File: src/rtl/alu_serial_sequencer.sv
// Bit-serial ALU sequencer: walks one external 1-bit slice
// LSB first and assembles the word result and flags.
module alu_serial_sequencer #(
  parameter int WIDTH = 32,
  parameter int IDXW  = 6
) (
  input  logic             clk,
  input  logic             reset_n,
  input  logic             in_valid,
  output logic             in_ready,
  input  logic [WIDTH-1:0] a,
  input  logic [WIDTH-1:0] b,
  input  logic [2:0]       command,
  output logic             slice_a,
  output logic             slice_b,
  output logic             slice_carryin,
  output logic [2:0]       slice_command,
  input  logic             slice_result,
  input  logic             slice_carryout,
  output logic             out_valid,
  input  logic             out_ready,
  output logic [WIDTH-1:0] result,
  output logic             carryout,
  output logic             overflow,
  output logic             zero
);

  typedef enum logic [1:0] {
    S_IDLE,
    S_RUN,
    S_SLTFIX,
    S_DONE
  } state_t;

  state_t r_state;
  state_t w_next;

  logic [WIDTH-1:0] r_a;
  logic [WIDTH-1:0] r_b;
  logic [WIDTH-1:0] r_res;
  logic [2:0]       r_cmd;
  logic             r_carry;
  logic [IDXW-1:0]  r_idx;
  logic             r_co;
  logic             r_ov;
  logic             r_zero;

  logic             w_last;
  logic             w_arith;
  logic             w_is_slt;
  logic             w_sub_in;
  logic [WIDTH-1:0] w_final;
  logic             w_slt_bit;

  // Operands shift right so bit 0 is always the current bit;
  // the result fills from the top and lands aligned after WIDTH bits.
  assign w_last    = (r_idx == IDXW'(WIDTH - 1));
  assign w_is_slt  = (r_cmd == 3'b011);
  assign w_arith   = (r_cmd == 3'b000) || (r_cmd == 3'b001) || w_is_slt;
  assign w_sub_in  = (command == 3'b001) || (command == 3'b011);
  assign w_final   = {slice_result, r_res[WIDTH-1:1]};
  assign w_slt_bit = r_res[WIDTH-1] ^ r_ov;

  assign result   = r_res;
  assign carryout = r_co;
  assign overflow = r_ov;
  assign zero     = r_zero;

  // State register
  always_ff @(posedge clk) begin
    if (!reset_n) begin
      r_state <= S_IDLE;
    end else begin
      r_state <= w_next;
    end
  end

  // Next-state decode and slice/handshake outputs
  always_comb begin
    w_next        = r_state;
    in_ready      = 1'b0;
    out_valid     = 1'b0;
    slice_a       = 1'b0;
    slice_b       = 1'b0;
    slice_carryin = 1'b0;
    slice_command = 3'b000;
    unique case (r_state)
      S_IDLE: begin
        in_ready = 1'b1;
        if (in_valid) w_next = S_RUN;
      end
      S_RUN: begin
        slice_a       = r_a[0];
        slice_b       = r_b[0];
        slice_carryin = r_carry;
        slice_command = r_cmd;
        if (w_last) w_next = w_is_slt ? S_SLTFIX : S_DONE;
      end
      S_SLTFIX: begin
        w_next = S_DONE;
      end
      S_DONE: begin
        out_valid = 1'b1;
        if (out_ready) w_next = S_IDLE;
      end
      default: begin
        w_next = S_IDLE;
      end
    endcase
  end

  // Operand latch, per-bit capture, flags and SLT fix-up
  always_ff @(posedge clk) begin
    if (!reset_n) begin
      r_a     <= '0;
      r_b     <= '0;
      r_res   <= '0;
      r_cmd   <= 3'b000;
      r_carry <= 1'b0;
      r_idx   <= '0;
      r_co    <= 1'b0;
      r_ov    <= 1'b0;
      r_zero  <= 1'b0;
    end else begin
      unique case (r_state)
        S_IDLE: begin
          if (in_valid) begin
            r_a     <= a;
            r_b     <= b;
            r_cmd   <= command;
            r_idx   <= '0;
            r_carry <= w_sub_in;
          end
        end
        S_RUN: begin
          r_a     <= r_a >> 1;
          r_b     <= r_b >> 1;
          r_res   <= w_final;
          r_carry <= slice_carryout;
          if (!w_last) begin
            r_idx <= r_idx + 1'b1;
          end else begin
            r_co   <= w_arith & slice_carryout;
            r_ov   <= w_arith & (r_carry ^ slice_carryout);
            r_zero <= (w_final == '0);
          end
        end
        S_SLTFIX: begin
          r_res  <= {{(WIDTH-1){1'b0}}, w_slt_bit};
          r_zero <= ~w_slt_bit;
        end
        S_DONE: begin
        end
        default: begin
        end
      endcase
    end
  end

endmodule

File: config.mk
export PLATFORM = sky130hd
export DESIGN_NAME = alu_serial_sequencer
export DESIGN_NICKNAME = d
export VERILOG_FILES = /design/src/rtl/alu_serial_sequencer.sv
export SDC_FILE = /design/constraint.sdc
export NUM_CORES = 1
export LEC_CHECK = 0
export BUFFER_PORTS_ARGS = -buffer_cell sky130_fd_sc_hd__buf_2
export CAP_MARGIN = 20
export CORE_ASPECT_RATIO = 1.2
export CORE_MARGIN = 2
export CORE_UTILIZATION = 55
export DETAILED_ROUTE_END_ITERATION = 12
export HOLD_SLACK_MARGIN = 0.06
export PLACE_DENSITY = 0.81
export SYNTH_ARGS = -nofsm -noshare
export SYNTH_HDL_FRONTEND = slang
export SYNTH_SLANG_ARGS = --single-unit
File: constraint.sdc
create_clock -name clk -period 5.1 [get_ports clk]
set_input_delay 0.765 -clock clk [delete_from_list [all_inputs] [get_ports clk]]
set_output_delay 0.765 -clock clk [all_outputs]
set_load 0.03 [all_outputs]
==> metrics <==
status complete, no violations; Distinct cells, synth between 40 and 50; DP Area roughly 0.0057 mm²; Post-DRT Antenna Nets 0; reg2reg path depth 7; Area Growth Syn to Fin 14.46%; peak supply drop 278.1 µV; max frequency 351.1 MHz; Hold Crit Class reg -> reg; Vias/cell 5.633; post-synthesis async set-or-reset flop share 0%; Tcrit/Tclk final between 50% and 60%; worst path buffer plus inverter count 2; I/O Pins between 100 and 150; Worst path max stage delay about 0.75 ns; Final Hold Vio Count 0; # resized after CTS 0; Mapped Cells around 550; post-synthesis xor/xnor area fraction less than 1%; largest family of logic cells by synthesized area compound AO/OA/AOI/OAI gates; Post-CTS Setup Bufs 0; largest net degree at the start of global routing 76; Crit path max-delay family adder cells; Post-Syn Nets around 630; vias in the first global route between 3000 and 4000; n_diodes 0; Num CTS Buffers 9; Req. time, crit path 4.34 ns; initial antenna violation count 0; routability cong. just over 0.8; Max Slew Vio Count 0; DRC viols 0; Cell Rows 38; WS Path Type reg -> out; Final WS setup about 2.3 ns; WL final roughly 11 mm; commonest non-fill, non-tap cell in the layout buf_2; Worst path depth 4; Critical Path End Type output pin; RSZ-0062 raised after global routing no; top_reg_cell synth dfxtp_1; Clock transition at path regs about 0.10 ns; Hold Path Depth 2; Synth Warn # 0; WP data arrival about 2.1 ns; layout cell share with drive strength beyond 1 a little over a quarter; Buffers on Ports ~120; Via Count between 4000 and 5000; Power Density 551.7 mW/mm²; total power after layout between 3 and 4 mW; Final setup viols 0; setup TNS 0 ns; Die W 92.09 µm; post-place setup slack ~2.3 ns; sequential area share after synthesis ~43%; TritonCTS clock tree done; Slowest-stage cell, CP ha_4; crit-path cells inv_1, ha_4, and2_1, buf_2; worst-margin pin slew just over 0.9 ns; most frequent cells in the layout buf_2, dfxtp_1, nor2_1; NumNets Final around 710; Finished Layout Cells ~760; WL/cell around 15 µm; Root Buffer clkbuf_8; Post-Layout Inst Area 0.005862 mm²; clk_lat worst skew 0.36 ns; GRT overflow 0; first-pass GRT wire length about 18 mm; filler cell count between 700 and 800; area share of and/or/nand/nor cells after synthesis between 10% and 20%; Post-Synth Adder-Cell Area 1.466%; Worst Skew slightly below 0.005 ns; total global-route track usage 22.31%; final critical-path required period around 2.8 ns; Initial DRC Count about 270; number of synthesized flops with an enable pin 0; drt first pass iters 4; die area about 0.010 mm²; Core Area 0.009034 mm²; LEAKAGE 2.327 nW; mapped cell area ~0.005 mm²; HPWL after DPL approximately 7.6 mm; die height 109.7 µm; starting density of the core 56.69%; Placed Instances 741; H-tree depth 3; cts hold-fix bufs 0; post-synthesis mux area share roughly 13%; CP Launch Type register; Avg Synthesized Cell Area 9.362 µm²; Compound-Gate Fraction of Synth Area between 10% and 20%; clock sink count approximately 110; max cap viols 0; Longest Clk Path Bufs 2; slew margin rel. between 30 and 40%; Seq cells post-synth about 110; Crit Path Max Fanout 59
==> area by class of cell <==
cell class / count / area, µm² / share of cell area, %
Clock inverter: 5 / 57.56 / 0.9819
Clock buffer: 11 / 131.4 / 2.241
Tap cell: 120 / 150.1 / 2.561
Sequential cell: 111 / 2222 / 37.91
Multi-Input combinational cell: 381 / 2653 / 45.25
Timing Repair Buffer: 120 / 613.1 / 10.46
Inverter: 9 / 35.03 / 0.5977
==> synthesized netlist by cell type (all sizes together) (3+ instances only) <==
master	n	share of area, %
nand2	8	0.59
nand3	40	3.9
buf	31	3.3
clkbuf	15	1.1
o21ai	7	0.76
o22ai	4	0.49
and2	8	0.98
ha	6	1.5
nand2b	30	3.7
nor2	74	5.6
mux2i	64	13
a21oi	40	3.9
inv	9	0.66
dfxtp	111	43
nand4	3	0.49
nor4	7	0.86
a211oi	66	13
==> path summary, 6_finish.rpt <==
path	startpoint	end	slack, ns
hold / removal	r_cmd[2]	r_cmd[2]	0.49
setup / recovery	r_state[1]	slice_carryin	2.25
hold reg to reg	r_cmd[2]	r_cmd[2]	0.49
setup reg to reg	r_state[1]	r_a[27]	2.27
==> tightest hold or removal path, cell delays in order (launching register included) <==
cell	delay (ns)
dfxtp_1	0.34
nand2_1	0.06
a21oi_1	0.05
==> cells by family after synthesis <==
| group | Yosys count |
|---|---|
| DFF | 111 |
| muxes | 64 |
| xor gates and xnor gates | 2 |
| and+or+nand+nor | 178 |
| AOI/OAI and AO/OA | 131 |
| adders and majority gates | 6 |
| buffers and inverters | 55 |
==> layer usage <==
layer	track usage (%)	routed length, µm	vias up
li1	-	-	2130
met1	27.12	4682	2015
met2	39.44	5644	108
met3	4.044	505	11
met4	8.635	176	0
met5	0	0	-
==> flip-flops by register name (all words and copies together) (netlist names) <==
name	flops
r_carry	1
r_a	32
zero	1
r_idx	6
r_cmd	3
carryout	1
r_state	2
result	32
r_b	32
overflow	1
==> report_power, final <==
part           total, mW  switching (mW)  internal [mW]
Clock              0.520           0.291          0.229
Combinational       1.50           0.907          0.591
Sequential          1.22           0.130           1.09
Total               3.23            1.33           1.91
==> metrics by stage <==
step                      util [%]  hold WS (ns)
after global routing         64.89        0.5250
after floorplan                  -        0.4523
after detailed placement     62.80        0.4730
after global placement       62.80        0.4673
final                        64.89        0.4871
after CTS                    64.89        0.4876
No activity file was read; power rests on OpenSTA's default activity.
